==> config.mk <==
export PLATFORM = sky130hd
export DESIGN_NAME = pipe_add_sub
export DESIGN_NICKNAME = d
export VERILOG_FILES = /design/src/rtl/pipe_add_sub_pkg.sv /design/src/rtl/pipe_add_sub_add_chunk.sv /design/src/rtl/pipe_add_sub.sv
export SDC_FILE = /design/constraint.sdc
export NUM_CORES = 1
export LEC_CHECK = 0
export CORE_MARGIN = 8
export CORE_UTILIZATION = 50
export DETAILED_ROUTE_END_ITERATION = 7
export GPL_ROUTABILITY_DRIVEN = 0
export GPL_TIMING_DRIVEN = 0
export HOLD_SLACK_MARGIN = 0.05
export PLACE_DENSITY = 0.83
export REMOVE_ABC_BUFFERS = 1
export SLEW_MARGIN = 20
export SYNTH_ARGS = -nofsm -noshare
export SYNTH_HDL_FRONTEND = slang
export SYNTH_SLANG_ARGS = --single-unit
export TNS_END_PERCENT = 50
==> constraint.sdc <==
create_clock -name clk -period 2.1 [get_ports clk]
set_clock_uncertainty 0.05 [all_clocks]
set_input_delay 0.525 -clock clk [delete_from_list [all_inputs] [get_ports clk]]
set_output_delay 0.525 -clock clk [all_outputs]
set_load 0.01 [all_outputs]
==> src/rtl/pipe_add_sub_pkg.sv <==
// Shared types and helpers for the pipelined adder/subtractor.
// Holds the operation encoding, the result flag bundle and the
// elaboration-time configuration check.
package pipe_add_pkg;

  // Operation select: ADD computes a+b, SUB computes a+~b+1.
  typedef enum logic {
    OP_ADD = 1'b0,
    OP_SUB = 1'b1
  } addsub_op_e;

  // Status flags that travel with every result.
  typedef struct packed {
    logic carry_out;
    logic overflow;
    logic zero;
  } result_flags_t;

  // Legal configuration: 1 <= stages <= width and width divides evenly.
  function automatic bit width_ok(input int unsigned width,
                                  input int unsigned stages);
    return (stages >= 1) && (stages <= width) && ((width % stages) == 0);
  endfunction

endpackage

==> src/rtl/pipe_add_sub_add_chunk.sv <==
// One CHUNK-bit slice of the carry chain: plain combinational adder
// with carry in and carry out. One instance per pipeline stage.
module add_chunk #(
  parameter int W = 8
) (
  input  logic [W-1:0] a_i,
  input  logic [W-1:0] b_i,
  input  logic         cin_i,
  output logic [W-1:0] sum_o,
  output logic         cout_o
);

  // Widen by one bit so the carry out falls into the top position.
  assign {cout_o, sum_o} = {1'b0, a_i} + {1'b0, b_i} + {{W{1'b0}}, cin_i};

endmodule

==> src/rtl/pipe_add_sub.sv <==
// Pipelined WIDTH-bit adder/subtractor split into STAGES carry-chained
// chunks, one chunk per stage. Result carries carry, signed-overflow and
// zero flags.
//
// Optional feature: define PIPE_ADD_SUB_SAT_EN to clamp the sum on signed
// overflow instead of wrapping modulo 2^WIDTH.
//
// Handshake: a transfer happens on a rising edge where valid && ready are
// both high. in_ready is combinational from out_ready through the stage
// chain; a stalled stage holds its contents and out_valid never drops
// without an output transfer.
module pipe_add_sub
  import pipe_add_pkg::*;
#(
  parameter int WIDTH  = 32,
  parameter int STAGES = 4
) (
  input  logic             clk,
  input  logic             rst_n,
  input  logic             in_valid,
  output logic             in_ready,
  input  logic             op,
  input  logic [WIDTH-1:0] operand1,
  input  logic [WIDTH-1:0] operand2,
  output logic             out_valid,
  input  logic             out_ready,
  output logic [WIDTH-1:0] sum,
  output logic             carry_out,
  output logic             overflow,
  output logic             zero
);

  localparam int CHUNK = WIDTH / STAGES;
  localparam int LAST  = STAGES - 1;

  // Full result bundle presented on the output.
  typedef struct packed {
    logic [WIDTH-1:0] sum;
    result_flags_t    flags;
  } result_t;

  if (!width_ok(WIDTH, STAGES)) begin : g_cfg_check
    $error("pipe_add_sub: WIDTH must be a multiple of STAGES, 1 <= STAGES <= WIDTH");
  end

  // Stage registers. Each stage keeps the whole operand pair (higher
  // chunks are the skew registers, lower ones are already consumed) and
  // the partial sum whose chunks 0..k are final after stage k.
  logic [STAGES-1:0] v_q, v_d;
  logic [WIDTH-1:0]  a_q [STAGES];
  logic [WIDTH-1:0]  a_d [STAGES];
  logic [WIDTH-1:0]  b_q [STAGES];
  logic [WIDTH-1:0]  b_d [STAGES];
  logic [WIDTH-1:0]  s_q [STAGES];
  logic [WIDTH-1:0]  s_d [STAGES];
  logic [STAGES-1:0] c_q, c_d;

  // Values feeding each stage's adder (from the ports for stage 0,
  // from the previous stage register otherwise).
  logic [WIDTH-1:0]  a_in [STAGES];
  logic [WIDTH-1:0]  b_in [STAGES];
  logic [WIDTH-1:0]  s_in [STAGES];
  logic [STAGES-1:0] cin_in;
  logic [STAGES-1:0] up_v;

  // Per-stage chunk adder wiring.
  logic [STAGES-1:0][CHUNK-1:0] ch_a, ch_b, ch_s;
  logic [STAGES-1:0]            ch_co;

  // Stage k may load new contents this cycle.
  logic [STAGES-1:0] rdy;

  addsub_op_e op_e;
  assign op_e = addsub_op_e'(op);

  // Stage inputs: SUB inversion and cin = 1 are applied only at stage 0.
  always_comb begin
    a_in[0]   = operand1;
    b_in[0]   = (op_e == OP_SUB) ? ~operand2 : operand2;
    s_in[0]   = '0;
    cin_in[0] = (op_e == OP_SUB);
    up_v[0]   = in_valid;
    for (int k = 1; k < STAGES; k++) begin
      a_in[k]   = a_q[k-1];
      b_in[k]   = b_q[k-1];
      s_in[k]   = s_q[k-1];
      cin_in[k] = c_q[k-1];
      up_v[k]   = v_q[k-1];
    end
    for (int k = 0; k < STAGES; k++) begin
      ch_a[k] = a_in[k][k*CHUNK +: CHUNK];
      ch_b[k] = b_in[k][k*CHUNK +: CHUNK];
    end
  end

  for (genvar g = 0; g < STAGES; g++) begin : g_stage
    add_chunk #(.W(CHUNK)) u_add_chunk (
      .a_i    (ch_a[g]),
      .b_i    (ch_b[g]),
      .cin_i  (cin_in[g]),
      .sum_o  (ch_s[g]),
      .cout_o (ch_co[g])
    );
  end

  // Backpressure chain: a stage can load when empty or when its
  // downstream neighbour moves; stalls stop at the first empty stage.
  always_comb begin
    logic r;
    rdy    = '0;
    r      = !v_q[LAST] || out_ready;
    rdy[LAST] = r;
    for (int k = STAGES - 2; k >= 0; k--) begin
      r      = !v_q[k] || r;
      rdy[k] = r;
    end
  end

  assign in_ready = rdy[0];

  // Next state: a loading stage takes the upstream valid bit, and data
  // only when that upstream slot actually holds an operation.
  always_comb begin
    v_d = v_q;
    a_d = a_q;
    b_d = b_q;
    s_d = s_q;
    c_d = c_q;
    for (int k = 0; k < STAGES; k++) begin
      if (rdy[k]) begin
        v_d[k] = up_v[k];
        if (up_v[k]) begin
          a_d[k]                  = a_in[k];
          b_d[k]                  = b_in[k];
          s_d[k]                  = s_in[k];
          s_d[k][k*CHUNK +: CHUNK] = ch_s[k];
          c_d[k]                  = ch_co[k];
        end
      end
    end
  end

  // Stage registers; reset discards everything in flight at once.
  always_ff @(posedge clk or negedge rst_n) begin
    if (!rst_n) begin
      v_q <= '0;
      c_q <= '0;
      for (int k = 0; k < STAGES; k++) begin
        a_q[k] <= '0;
        b_q[k] <= '0;
        s_q[k] <= '0;
      end
    end else begin
      v_q <= v_d;
      c_q <= c_d;
      for (int k = 0; k < STAGES; k++) begin
        a_q[k] <= a_d[k];
        b_q[k] <= b_d[k];
        s_q[k] <= s_d[k];
      end
    end
  end

  // Output bundle: flags come from the last stage; the whole bundle
  // reads as zero whenever no result is being presented.
  logic             ovf_raw;
  logic [WIDTH-1:0] sum_pres;
  result_t          res;

  assign ovf_raw = (a_q[LAST][WIDTH-1] == b_q[LAST][WIDTH-1]) &&
                   (s_q[LAST][WIDTH-1] != a_q[LAST][WIDTH-1]);

`ifdef PIPE_ADD_SUB_SAT_EN
  // Clamp toward the sign of a when the signed result overflowed.
  always_comb begin
    sum_pres = s_q[LAST];
    if (ovf_raw) begin
      sum_pres = a_q[LAST][WIDTH-1] ? {1'b1, {(WIDTH-1){1'b0}}}
                                    : {1'b0, {(WIDTH-1){1'b1}}};
    end
  end
`else
  assign sum_pres = s_q[LAST];
`endif

  // Gate the presented result with the final stage valid bit.
  always_comb begin
    res = '0;
    if (v_q[LAST]) begin
      res.sum             = sum_pres;
      res.flags.carry_out = c_q[LAST];
      res.flags.overflow  = ovf_raw;
      res.flags.zero      = (sum_pres == '0);
    end
  end

  assign out_valid = v_q[LAST];
  assign sum       = res.sum;
  assign carry_out = res.flags.carry_out;
  assign overflow  = res.flags.overflow;
  assign zero      = res.flags.zero;

endmodule

==> results of run 1 <==
## per-layer routing
layer	part of all wire	vias up	track usage
met3	0.044	14	0.0508
met2	0.52	98	0.302
met1	0.42	2794	0.198
met5	0	-	0
li1	-	2694	-
met4	0.0089	0	0.0403
## placed cells by master, fill, tap and decap left out, types with 4 or more instances in the layout
cell type	count
clkbuf_16	17
mux2_2	119
clkdlybuf4s15_1	13
nand2_1	55
clkdlybuf4s50_1	60
clkinvlp_4	6
o211ai_1	4
clkbuf_2	22
a211oi_2	5
mux2_1	9
and2_1	37
dfrtp_1	185
nor2_1	15
o21ai_0	37
xor2_1	19
o31ai_1	5
a21oi_2	4
a21o_1	7
inv_1	8
o21ai_1	21
fa_2	7
dlygate4sd2_1	6
a21oi_1	18
buf_4	26
nand2b_1	8
xnor2_1	27
ha_1	26
## flip-flops by register name, indices dropped and copies added (netlist names)
signal    flops
v_q           4
b_q           1
c_q           4
a_in         48
sum_pres     32
b_in         48
s_in         48
a_q           1
## worst max-delay path by stage
stage / start / to / slack (ns) / cells past startpoint
5_1_grt: sum_pres[25] / zero / -0.42 / 4
3_5_place_dp: v_q[3] / a_in[78] / -1.22 / 4
4_1_cts: sum_pres[16] / zero / -0.36 / 4
3_3_place_gp: rst_n / b_in[73] / -7.15 / 1
6_report: sum_pres[25] / zero / -0.35 / 4
2_1_floorplan: v_q[3] / a_in[48] / -0.60 / 3
## cell type report
| class | instances | area (µm²) |
|---|---|---|
| clock buffers | 19 | 443 |
| clock inverters | 12 | 150 |
| fillers | 1333 | 6180 |
| inverters | 9 | 33.8 |
| multi-input cells | 472 | 4000 |
| flip-flops and latches | 186 | 4660 |
| well taps | 225 | 282 |
| repair buffers | 140 | 1320 |
## metrics by stage
stage	cells	util
after floorplan	666	-
after global placement	996	0.573
after detailed placement	1001	0.581
after CTS	1048	0.631
after global routing	1063	0.638
final	1063	0.638
## critical path, cell delays in order, from the launching register on
cell	delay, ns
dfrtp_1	0.42
nor4_4	0.40
nand4_1	0.27
nor3_1	0.18
buf_2	0.18
## power by group through the flow
stage | registers, mW | clock network, mW | logic, mW
after floorplan | 5.40 | 0 | 3.08
after global placement | 5.62 | 0 | 4.39
after detailed placement | 5.69 | 0 | 4.56
after CTS | 5.66 | 3.30 | 4.74
after global routing | 5.82 | 3.42 | 5.46
final | 5.67 | 3.23 | 4.93
## repair_timing
action | CTS | global route
gates cloned | 0 | 1
hold buffers | 1 | 0
setup buffers | 15 | 14
hold endpoints to repair | 52 | 0
pin swaps | 17 | 28
resized for setup | 116 | 49
endpoints found under the setup margin | 211 | 85
## logic make-up after synthesis
group                    Yosys count  synth area share
AO/OA/AOI/OAI                    120            0.0815
XOR/XNOR                          47            0.0478
adder cells (fa/ha/maj)           35            0.0569
buffers and inverters             41            0.0240
flip-flops                       186             0.540
multiplexers                     129             0.168
AND/OR/NAND/NOR                  140            0.0810
==> flow_summary_export.csv, run 1 <==
group,metric,value,unit
detailed_routing,drtIter0Drc,196,
synthesis,ys_top_cells_by_count,"dfrtp_1, mux2_2, nand2_1, o21ai_0, and2_1",
timing,drv_slew,0,
global_routing,grt_max_degree,89,
timing,tightest_slew,0.551,ns
placement,place_area,9910,µm²
timing,maxSlewHeadroom,0.633,
placement,hpwl,11800,µm
critical_path,cp_max_fo,3,
pwr,power.internal,9.35,mW
worst_hold_path,hp-start,"s_in[20]",
critical_path,timing.rr.start,"c_q[2]",
synthesis,ys_seq_elements,186,
finish,nNetsFinal,930,
worst_hold_path,hold_end,"s_in[20]",
timing,finalCriticalPeriod,2.45,ns
finish,syn2layout_area_growth,26.3,%
die,pin_count,106,
detailed_routing,wl_per_cell,17.3,µm
synthesis,synth_area,8610,µm²
synthesis,async_reset_ff_frac,1.00,
synthesis,ys_seq_area_frac,0.540,
clock_tree,clock_latency,0.42,ns
synthesis,syn_inst,698,
clock_tree,cts.path.max_buffers,2,
synthesis,synth_most_common_cell,"dfrtp_1",
clock_tree,cts_buffers,17,
detailed_routing,drtAntennaViolNets,0,
pwr,max-vdd-ir-drop,0.000700,V
timing,finalSetupViolCount,6,
timing,period_share,1.17,
global_routing,grt_pass1_vias,6120,
clock_tree,htreeDepth,4,
die,core,17100,µm²
die,die_w,147,µm
detailed_routing,vias,5600,
global_routing,grt_pass1_wl,29800,µm
timing,finalHoldViolCount,0,
finish,diodes,0,
pwr,swShare,0.324,
timing,rsz0062_at_grt,"true",
global_routing,grt_remaining_overflow,0,
timing,fmax,0.408,GHz
critical_path,regToRegEndpoint,"sum_pres[30]",
die,row_count,48,
pwr,power_frac_comb,0.357,
finish,final_area,10900,µm²
die,initial_core_util,0.505,
clock_tree,cts_tree,"built",
pwr,p_leak,4.71,nW
critical_path,rr_worst_depth,7,
pwr,p_switching,4.48,mW
worst_hold_path,hold_path_class,"reg -> reg",
finish,drive_gt1_frac,0.302,
timing,timing.setup.tns,-0.740,ns
synthesis,synth_edf_count,0,
worst_hold_path,whs_path_depth,2,
placement,port_buffers,105,
pwr,power_density,1270,nW/µm²
die,die_h,147,µm
clock_tree,clk_pin_slew,0.06,ns
outcome,violations,"negative setup slack",
timing,hold_slack,0.425,ns
outcome,status,"finished, violations left",
global_routing,grt_antenna_before_repair,0,
critical_path,end_kind,"output port",
synthesis,synth_top_area_frac,0.540,
critical_path,crit_type,"reg -> out",
detailed_routing,drt_drc_violations_left,0,
pwr,pwr-share-seq,0.410,
global_routing,grtUsageTotal,0.170,
critical_path,r2r_slack,-0.14,ns
critical_path,worstPathRequired,1.52,ns
critical_path,crit_arrival,1.87,ns
synthesis,synth_area_leaders,"dfrtp_1, mux2_2, ha_1, xnor2_1, and2_1",
synthesis,synth_top_flop_cell,"dfrtp_1",
clock_tree,cts.sinks,186,
detailed_routing,wl,18400,µm
synthesis,ys_types,45,
synthesis,syn_area_per_cell,12.3,µm²
placement,dp_slack,-1.22,ns
clock_tree,cts_root_buf,"clkbuf_16",
timing,fin_ws,-0.348,ns
detailed_routing,vias_per_cell,5.27,
die,die_area,21700,µm²
critical_path,startpoint_type,"flop",
synthesis,synth_top_cell_by_area,"dfrtp_1",
detailed_routing,drtPass1Iterations,4,
synthesis,yosysWarnings,0,
pwr,pwr-share-clk,0.234,
run,cap_viol_max_count,0,
pwr,power,13.8,mW
Power figures use the tool's default switching activity.
==> run 2, diff against run 1 <==
--- a/config.mk
+++ b/config.mk
@@ -10,9 +10,9 @@
 export DETAILED_ROUTE_END_ITERATION = 7
 export GPL_ROUTABILITY_DRIVEN = 0
 export GPL_TIMING_DRIVEN = 0
-export HOLD_SLACK_MARGIN = 0.05
 export PLACE_DENSITY = 0.83
 export REMOVE_ABC_BUFFERS = 1
+export SKIP_CTS_REPAIR_TIMING = 1
 export SLEW_MARGIN = 20
 export SYNTH_ARGS = -nofsm -noshare
 export SYNTH_HDL_FRONTEND = slang
==> flow_summary_export.csv, run 2 (same netlist as run 1, synthesis figures left out) <==
group,metric,value,unit
finish,final_cell_mix,"dfrtp_1, mux2_2, clkdlybuf4s50_1, nand2_1, o21ai_0",
timing,finalCriticalPeriod,2.45,ns
timing,fmax,0.408,GHz
global_routing,met1_usage,0.193,
placement,port_buffers,105,
detailed_routing,drtPass1Iterations,4,
detailed_routing,vias,5533,
global_routing,grt_max_degree,89,
global_routing,grt_pass1_wl,28800,µm
die,die_w,147,µm
die,die_h,147,µm
timing,timing.setup.tns,-0.942,ns
die,initial_core_util,0.505,
pwr,power,13.6,mW
global_routing,grt_pass1_vias,5950,
finish,multiInputGateArea,3970,µm²
global_routing,met3_usage,0.0501,
global_routing,met2_usage,0.286,
timing,hold_slack,0.427,ns
clock_tree,cts_root_buf,"clkbuf_16",
critical_path,rr_worst_depth,7,
clock_tree,cts.path.max_buffers,2,
critical_path,crit_type,"reg -> out",
global_routing,grt_remaining_overflow,0,
die,die_area,21700,µm²
finish,layout_commonest_cell,"dfrtp_1",
critical_path,startpoint_type,"flop",
worst_hold_path,hold_path_class,"reg -> reg",
finish,syn2layout_area_growth,26.4,%
detailed_routing,wl_per_cell,16.8,µm
detailed_routing,vias_per_cell,5.29,
timing,period_share,1.17,
timing,finalSetupViolCount,13,
critical_path,timing.rr.start,"a_in[24]",
placement,hpwl,11800,µm
critical_path,cp_max_fo,3,
finish,drive_gt1_frac,0.262,
critical_path,end_kind,"output port",
clock_tree,clk_pin_slew,0.07,ns
timing,finalHoldViolCount,0,
timing,tightest_slew,0.570,ns
finish,seq_area,4660,µm²
pwr,p_leak,4.99,nW
die,core,17100,µm²
critical_path,critPathCapture,"zero",
pwr,max-vdd-ir-drop,0.000704,V
clock_tree,clock_latency,0.42,ns
critical_path,worstPathRequired,1.52,ns
finish,nNetsFinal,913,
pwr,power_density,1250,nW/µm²
clock_tree,htreeDepth,4,
detailed_routing,drt_drc_violations_left,0,
detailed_routing,drtAntennaViolNets,0,
run,cap_viol_max_count,0,
critical_path,crit_start,"sum_pres[16]",
global_routing,grt_antenna_before_repair,0,
outcome,status,"finished, violations left",
finish,diodes,0,
die,pin_count,106,
timing,drv_slew,0,
clock_tree,cts_buffers,17,
detailed_routing,drtIter0Drc,254,
clock_tree,cts_tree,"built",
global_routing,grtUsageTotal,0.164,
timing,fin_ws,-0.353,ns
finish,fill_cells,1314,
timing,rsz0062_at_grt,"true",
critical_path,r2r_slack,-0.16,ns
die,row_count,48,
outcome,violations,"negative setup slack",
critical_path,regToRegEndpoint,"sum_pres[30]",
timing,maxSlewHeadroom,0.620,
clock_tree,cts.sinks,186,
critical_path,crit_arrival,1.88,ns
detailed_routing,wl,17600,µm
global_routing,top_usage_layer,"met2",
==> run 2: changes by cell type in the layout (fill, tap and decap cells not counted), sizes merged <==
cell / previous run / this run
buf: 37 / 21
dlygate4sd2: 6 / 0
dlymetal6s2s: 1 / 35
clkdlybuf4s50: 60 / 59
clkdlybuf4s15: 13 / 0
clkbuf: 41 / 27
nand2: 60 / 59
==> run 2: area by class of cell <==
type	instances	area share
clock inverters	12	0.0138
clock buffers	19	0.0407
repair buffers	124	0.125
inverters	9	0.00310
flip-flops and latches	186	0.428
well taps	225	0.0259
multi-input cells	471	0.364
==> run 2: power by group <==
group	internal [mW]	switching, mW
registers	4.84	0.836
clock network	1.89	1.33
logic	2.57	2.18
==> run 2: how the worst min path moves through the flow <==
stage	depth (start not counted)	endpoint	startpoint
6_report	2	s_in[41]	s_in[41]
2_1_floorplan	0	a_in[24]	rst_n
5_1_grt	2	s_in[43]	s_in[43]
4_1_cts	1	b_in[91]	rst_n
3_3_place_gp	2	s_in[43]	s_in[43]
3_5_place_dp	2	s_in[20]	s_in[20]
==> run 2: worst max-delay path, stage by stage, from the launching register on <==
cell,delay [ns]
dfrtp_1,0.42
nor4_4,0.42
nand4_1,0.29
nor3_2,0.18
buf_4,0.16
==> run 2: per-layer routing <==
layer,vias to the layer above,wire [µm]
met5,-,0
met4,0,210
met3,16,832
met2,103,9040
met1,2752,7540
li1,2662,-
==> run 2: stage by stage <==
| step | worst slack [ns] | instance area (µm²) | util | cells |
|---|---|---|---|---|
| after floorplan | -0.599 | 8440 | - | 666 |
| after global placement | -7.15 | 9770 | 0.573 | 996 |
| after detailed placement | -1.22 | 9910 | 0.581 | 1001 |
| after CTS | -1.43 | 10500 | 0.616 | 1032 |
| after global routing | -0.440 | 10900 | 0.638 | 1046 |
| final | -0.353 | 10900 | 0.638 | 1046 |
